File: src/rtl/serial_rx_deser_pkg.sv
// Shared types and constants for the serial receive deserializer.
package serial_rx_pkg;

    // Legal range for the deserialized word width.
    localparam int DATA_W_MIN = 2;
    localparam int DATA_W_MAX = 32;

    // Frame receive states. PARITY is only reachable in the parity build.
    typedef enum logic [1:0] {
        IDLE   = 2'd0,
        SHIFT  = 2'd1,
        PARITY = 2'd2
    } rx_state_e;

endpackage

File: src/rtl/serial_rx_deser_if.sv
// Serial receive bus: strobe + serial bit in, deserialized word and status pulses out.
interface serial_rx_deser_if #(
    parameter int DATA_W = 8
);
    logic              valid;
    logic              Data_in;
    logic [DATA_W-1:0] RxReg_out;
    logic              rx_done;
    logic              rx_err;

    // Driver side (feeds the serial stream, observes results).
    modport master (
        output valid,
        output Data_in,
        input  RxReg_out,
        input  rx_done,
        input  rx_err
    );

    // Deserializer side.
    modport slave (
        input  valid,
        input  Data_in,
        output RxReg_out,
        output rx_done,
        output rx_err
    );
endinterface

File: src/rtl/serial_rx_deser_rx_shift_reg.sv
// Shift register for serial_rx_deser. word_nxt is the value the register will
// hold after this edge, so the owner can capture a completed word on the same
// edge that samples its last bit.
module rx_shift_reg #(
    parameter int DATA_W    = 8,
    parameter bit MSB_FIRST = 1'b0
) (
    input  logic              clock,
    input  logic              reset,
    input  logic              clr,
    input  logic              shift_en,
    input  logic              bit_in,
    output logic [DATA_W-1:0] word_nxt
);

    logic [DATA_W-1:0] sr_q;
    logic [DATA_W-1:0] shifted;

    // MSB-first shifts left so the first bit ends up at the top; LSB-first
    // shifts right so the first bit ends up in bit 0.
    generate
        if (MSB_FIRST) begin : g_msb_first
            assign shifted = {sr_q[DATA_W-2:0], bit_in};
        end else begin : g_lsb_first
            assign shifted = {bit_in, sr_q[DATA_W-1:1]};
        end
    endgenerate

    assign word_nxt = shift_en ? shifted : sr_q;

    // Shift register: cleared on every frame start, shifts one bit per data edge.
    always_ff @(posedge clock or posedge reset) begin
        if (reset) begin
            sr_q <= '0;
        end else if (clr) begin
            sr_q <= '0;
        end else if (shift_en) begin
            sr_q <= shifted;
        end
    end

endmodule

File: src/rtl/serial_rx_deser.sv
// Serial-to-parallel receiver. A valid strobe marks the start bit; the next
// DATA_W bits are collected and loaded into RxReg_out on the edge that samples
// the last one. A valid strobe mid-frame aborts and restarts the frame.
// Optional feature: define SERIAL_RX_PARITY_EN to append one even-parity bit
// per frame, checked before the word is accepted.
module serial_rx_deser
    import serial_rx_pkg::*;
#(
    parameter int DATA_W    = 8,
    parameter bit MSB_FIRST = 1'b0
) (
    input  logic              clock,
    input  logic              reset,
    serial_rx_deser_if.slave  bus
);

    localparam int               CNT_W = $clog2(DATA_W);
    localparam logic [CNT_W-1:0] LAST  = CNT_W'(DATA_W - 1);

    rx_state_e         state_q, state_d;
    logic [CNT_W-1:0]  cnt_q, cnt_d;
    logic [DATA_W-1:0] rx_q;
    logic              done_q, done_d;
    logic              err_q, err_d;
    logic              load;
    logic              sr_clr;
    logic              sr_en;
    logic [DATA_W-1:0] word;

    rx_shift_reg #(
        .DATA_W    (DATA_W),
        .MSB_FIRST (MSB_FIRST)
    ) u_shift (
        .clock    (clock),
        .reset    (reset),
        .clr      (sr_clr),
        .shift_en (sr_en),
        .bit_in   (bus.Data_in),
        .word_nxt (word)
    );

    // State, bit counter, output word and status pulses.
    always_ff @(posedge clock or posedge reset) begin
        if (reset) begin
            state_q <= IDLE;
            cnt_q   <= '0;
            rx_q    <= '0;
            done_q  <= 1'b0;
            err_q   <= 1'b0;
        end else begin
            state_q <= state_d;
            cnt_q   <= cnt_d;
            done_q  <= done_d;
            err_q   <= err_d;
            if (load) begin
                rx_q <= word;
            end
        end
    end

    // Next-state logic: frame start, bit collection, resync on mid-frame valid.
    always_comb begin
        state_d = state_q;
        cnt_d   = cnt_q;
        done_d  = 1'b0;
        err_d   = 1'b0;
        load    = 1'b0;
        sr_clr  = 1'b0;
        sr_en   = 1'b0;
        case (state_q)
            IDLE: begin
                if (bus.valid) begin
                    state_d = SHIFT;
                    cnt_d   = '0;
                    sr_clr  = 1'b1;
                end
            end
            SHIFT: begin
                if (bus.valid) begin
                    // Restart: this edge is the new frame's start marker.
                    err_d  = 1'b1;
                    cnt_d  = '0;
                    sr_clr = 1'b1;
                end else begin
                    sr_en = 1'b1;
                    if (cnt_q == LAST) begin
                        cnt_d = '0;
`ifdef SERIAL_RX_PARITY_EN
                        state_d = PARITY;
`else
                        load    = 1'b1;
                        done_d  = 1'b1;
                        state_d = IDLE;
`endif
                    end else begin
                        cnt_d = cnt_q + 1'b1;
                    end
                end
            end
`ifdef SERIAL_RX_PARITY_EN
            PARITY: begin
                if (bus.valid) begin
                    err_d   = 1'b1;
                    cnt_d   = '0;
                    sr_clr  = 1'b1;
                    state_d = SHIFT;
                end else begin
                    // Even parity: data bits plus parity bit must XOR to zero.
                    state_d = IDLE;
                    if (^{word, bus.Data_in} == 1'b0) begin
                        load   = 1'b1;
                        done_d = 1'b1;
                    end else begin
                        err_d = 1'b1;
                    end
                end
            end
`endif
            default: begin
                state_d = IDLE;
                cnt_d   = '0;
            end
        endcase
    end

    assign bus.RxReg_out = rx_q;
    assign bus.rx_done   = done_q;
    assign bus.rx_err    = err_q;

endmodule

File: src/flat_wrapper.sv
// flat-port wrapper written by rule: the top's interface ports become plain ports
module serial_rx_deser_flat import serial_rx_pkg::*;
#(
    parameter int DATA_W    = 8,
    parameter bit MSB_FIRST = 1'b0
)
  (clock, reset, bus_valid, bus_Data_in, bus_RxReg_out, bus_rx_done, bus_rx_err);
  serial_rx_deser_if #(.DATA_W(DATA_W)) bus_i ();
  input  logic clock;
  input  logic reset;
  input wire logic [$bits(bus_i.valid)-1:0] bus_valid;
  input wire logic [$bits(bus_i.Data_in)-1:0] bus_Data_in;
  output wire logic [$bits(bus_i.RxReg_out)-1:0] bus_RxReg_out;
  output wire logic [$bits(bus_i.rx_done)-1:0] bus_rx_done;
  output wire logic [$bits(bus_i.rx_err)-1:0] bus_rx_err;
  assign bus_i.valid = bus_valid;
  assign bus_i.Data_in = bus_Data_in;
  assign bus_RxReg_out = bus_i.RxReg_out;
  assign bus_rx_done = bus_i.rx_done;
  assign bus_rx_err = bus_i.rx_err;
  serial_rx_deser #(.DATA_W(DATA_W), .MSB_FIRST(MSB_FIRST)) u_core (.clock(clock), .reset(reset), .bus(bus_i));
endmodule
File: config.mk
export PLATFORM = sky130hd
export DESIGN_NAME = serial_rx_deser_flat
export DESIGN_NICKNAME = d
export VERILOG_FILES = /design/src/rtl/serial_rx_deser_pkg.sv /design/src/rtl/serial_rx_deser_if.sv /design/src/rtl/serial_rx_deser_rx_shift_reg.sv /design/src/rtl/serial_rx_deser.sv /design/src/flat_wrapper.sv
export SDC_FILE = /design/constraint.sdc
export NUM_CORES = 1
export LEC_CHECK = 0
export BUFFER_PORTS_ARGS = -buffer_cell sky130_fd_sc_hd__buf_2
export CAP_MARGIN = 20
export CELL_PAD_IN_SITES_DETAIL_PLACEMENT = 1
export CELL_PAD_IN_SITES_GLOBAL_PLACEMENT = 1
export CORE_ASPECT_RATIO = 0.7
export CORE_MARGIN = 4
export CORE_UTILIZATION = 41
export CTS_CLUSTER_DIAMETER = 80
export DETAILED_ROUTE_END_ITERATION = 10
export MAX_ROUTING_LAYER = met4
export PLACE_DENSITY_LB_ADDON = 0.08
export SLEW_MARGIN = 20
export SYNTH_ARGS = -nofsm -noshare
export SYNTH_HDL_FRONTEND = slang
export SYNTH_HIERARCHICAL = 1
export SYNTH_SLANG_ARGS = --single-unit
File: constraint.sdc
create_clock -name clock -period 1.4 [get_ports clock]
set_input_delay 0.14 -clock clock [delete_from_list [all_inputs] [get_ports clock]]
set_output_delay 0.14 -clock clock [all_outputs]
set_load 0.02 [all_outputs]
==> impl_metrics.toml <==
[floorplan]
die_h_um = 49.2
core_area_mm2 = 0.00222
initial_core_util_pct = 44.8
dieArea_mm2 = 0.00329
ios = 14
num_rows = 14
die_w_um = 66.9

[cts]
clockBufferDepth = 2
cts_tree = "built"
cts_made_buffers = 3
ctsRootBufferMaster = "clkbuf_4"
clk_pin_slew_ns = 0.11
htreeDepth = 1
clk_latency_ns = 0.29
cts.sinks = 22

[synthesis]
async_reset_ff_share_pct = 100
syn_area_um2 = 996
synth_top_area_share_pct = 55.3
seq_area_frac_synth_pct = 55.3
syn_avg_cell_area_um2 = 15.1
ys_top_cells_by_area = "dfrtp_1 (55%), mux2_4 (24%), nor2b_1 (5.7%)"
synth-edff-count = 0
synth.most_common_cell = "dfrtp_1"
ys_seq_elements = 22
syn_inst = 66
yosys.area.top_type = "dfrtp_1"
yosys_warnings = 6
ys.flop_type = "dfrtp_1"
synth_commonest_cells = "dfrtp_1 (22), mux2_4 (16), nor2b_1 (9), inv_1 (3)"
syn_nets = 72
ys_types = 16

[grt]
grt_usage_pct = 15.2
grt_pass1_wl_mm = 3.55
overflow = 0
antenna_found_initial = 0
grt_max_degree = 16
grt_pass1_vias = 693

[sta]
fin_ws_ns = 0.0382
period_needed_ns = 1.36
worst_pin_slew_ns = 0.556
skew_ns = 0.00194
report.final.slew_viol_count = 0
period_share_pct = 97.3
finalSetupViolations = 0
hold_viol_final = 0
fin_tns_setup_ns = 0
fmax_ghz = 0.734
relSlewSlack_pct = 62.9
rsz0062_at_grt = "true"

[place]
placed_area_mm2 = 0.00114
placed_cells = 115
dp_slack_ns = -0.0722
gp_congestion = 0.704
numPortBuffers = 13

[setup_path]
crit_type = "register to register"
cp_max_fo = 5
arrival_ns = 1.59
crit_path_top_delay_cell = "dfrtp_1"
cp-end-kind = "register"
slowest_delay_ns = 0.41
required_ns = 1.62
crit_family = "flip-flops"
timing.critical_path.from_type = "register"
cp_cell_sequence = "ha_2 -> ha_4 -> or3b_1 -> a21oi_1"
crit_buf_inv = 0

[routing]
wire_per_inst_um = 16.5
drc = 0
drtIter0Drc = 19
ant_nets = 0
wirelength_mm = 2.00
viasPerCell = 4.63
firstDrtPassIters = 3
num_vias = 560

[outcome]
status = "complete, no violations"

[cells_and_area]
fin_util_pct = 54.8
diodes = 0
fin_area_mm2 = 0.00122
stdcell_count = 121
nets = 97
drive_above_1_share_pct = 50.6
area_growth_pct = 22.4

[pwr]
p_leak_uw = 0.000665
ir_worst_vdd_uv = 606
power_density_mw_per_mm2 = 861

[worst_hold_path]
hold_class = "input pin to register"

[job]
cap_violations = 0
[tightest hold or removal path, delay by kind of cell]
kind	cells	cell delay [ns]
multiplexers	2	0.26
buffers and inverters	1	0.08
[cell usage in the layout, fill, tap and decap left out, drive strengths merged]
| cell type | instances |
|---|---|
| dlygate4sd3 | 1 |
| clkbuf | 3 |
| inv | 4 |
| ha | 2 |
| mux2i | 1 |
| dfrtp | 22 |
| mux2 | 16 |
| and2 | 1 |
| buf | 20 |
| nand3b | 3 |
| a21oi | 2 |
| a21o | 1 |
| nor2 | 1 |
| nor2b | 9 |
| or3b | 1 |
| nand2b | 2 |
[worst paths after layout]
path | startpoint | end | slack, ns | cells after the start
max | u_core/cnt_q[0]$_DFFE_PP0P_ | u_core/cnt_q[0]$_DFFE_PP0P_ | 0.04 | 4
min | bus_Data_in | u_core/bus.RxReg_out[7]$_DFFE_PP0P_ | 0.21 | 3
min reg2reg | u_core/bus.RxReg_out[2]$_DFFE_PP0P_ | u_core/bus.RxReg_out[2]$_DFFE_PP0P_ | 0.52 | 1
max reg2reg | u_core/cnt_q[0]$_DFFE_PP0P_ | u_core/cnt_q[0]$_DFFE_PP0P_ | 0.04 | 4
min in group asynchronous | reset | u_core/u_shift/sr_q[2]$_DFF_PP0_ | 0.37 | 3
max in group asynchronous | reset | u_core/bus.RxReg_out[6]$_DFFE_PP0P_ | 0.59 | 3
[cell type report]
cell class                      count  area (um^2)
Timing Repair Buffer               21          140
Multi-Input combinational cell     39          450
Fill cell                         237         1010
Sequential cell                    22          551
Clock buffer                        3         22.5
Tap cell                           32         40.0
Inverter                            4         15.0
[per-stage QoR]
step | hold slack, ns | power (uW)
6_report | 0.212 | 1050
5_1_grt | 0.193 | 1130
4_1_cts | 0.201 | 1070
3_5_place_dp | 0.139 | 783
3_3_place_gp | 0.119 | 780
2_1_floorplan | -0.0443 | 740
[sequential cells by signal, indices dropped and copies added (netlist names)]
name / cells
u_core/bus.RxReg_out: 8
u_core/u_shift/sr_q: 8
u_core/cnt_q: 3
u_core/bus.rx_done: 1
u_core/bus.rx_err: 1
u_core/state_q: 1
[routing by layer]
metal / vias to the layer above / track usage [%] / routed length (um)
met5: - / - / 0
met4: 0 / 2.02 / 8
li1: 270 / - / -
met2: 14 / 22.2 / 852
met1: 274 / 20.7 / 1020
met3: 2 / 5.53 / 115
[cell families (layout without fill, tap and decap cells)]
family / Yosys count / count (layout) / synth area share, %
buffers and inverters: 6 / 28 / 3.77
adder cells (fa/ha/maj): 2 / 2 / 2.51
AO/OA/AOI/OAI: 3 / 3 / 1.76
multiplexers: 17 / 17 / 25.1
AND/OR/NAND/NOR: 16 / 17 / 11.6
flip-flops: 22 / 22 / 55.3
[repair_timing]
item                                    CTS  global route
hold endpoints to repair                 22             0
pin swaps                                 1             1
gates resized for setup                   4             0
buffers inserted                          1             0
cloned                                    1             0
hold buffers                              1             0
endpoints found under the setup margin    9             6
[power breakdown]
part	internal [uW]	total (uW)	switching, uW
Sequential	652	663	11.1
Clock	100	268	168
Combinational	59.7	118	58.7
Total	812	1050	237
Power figures use the tool's default switching activity.
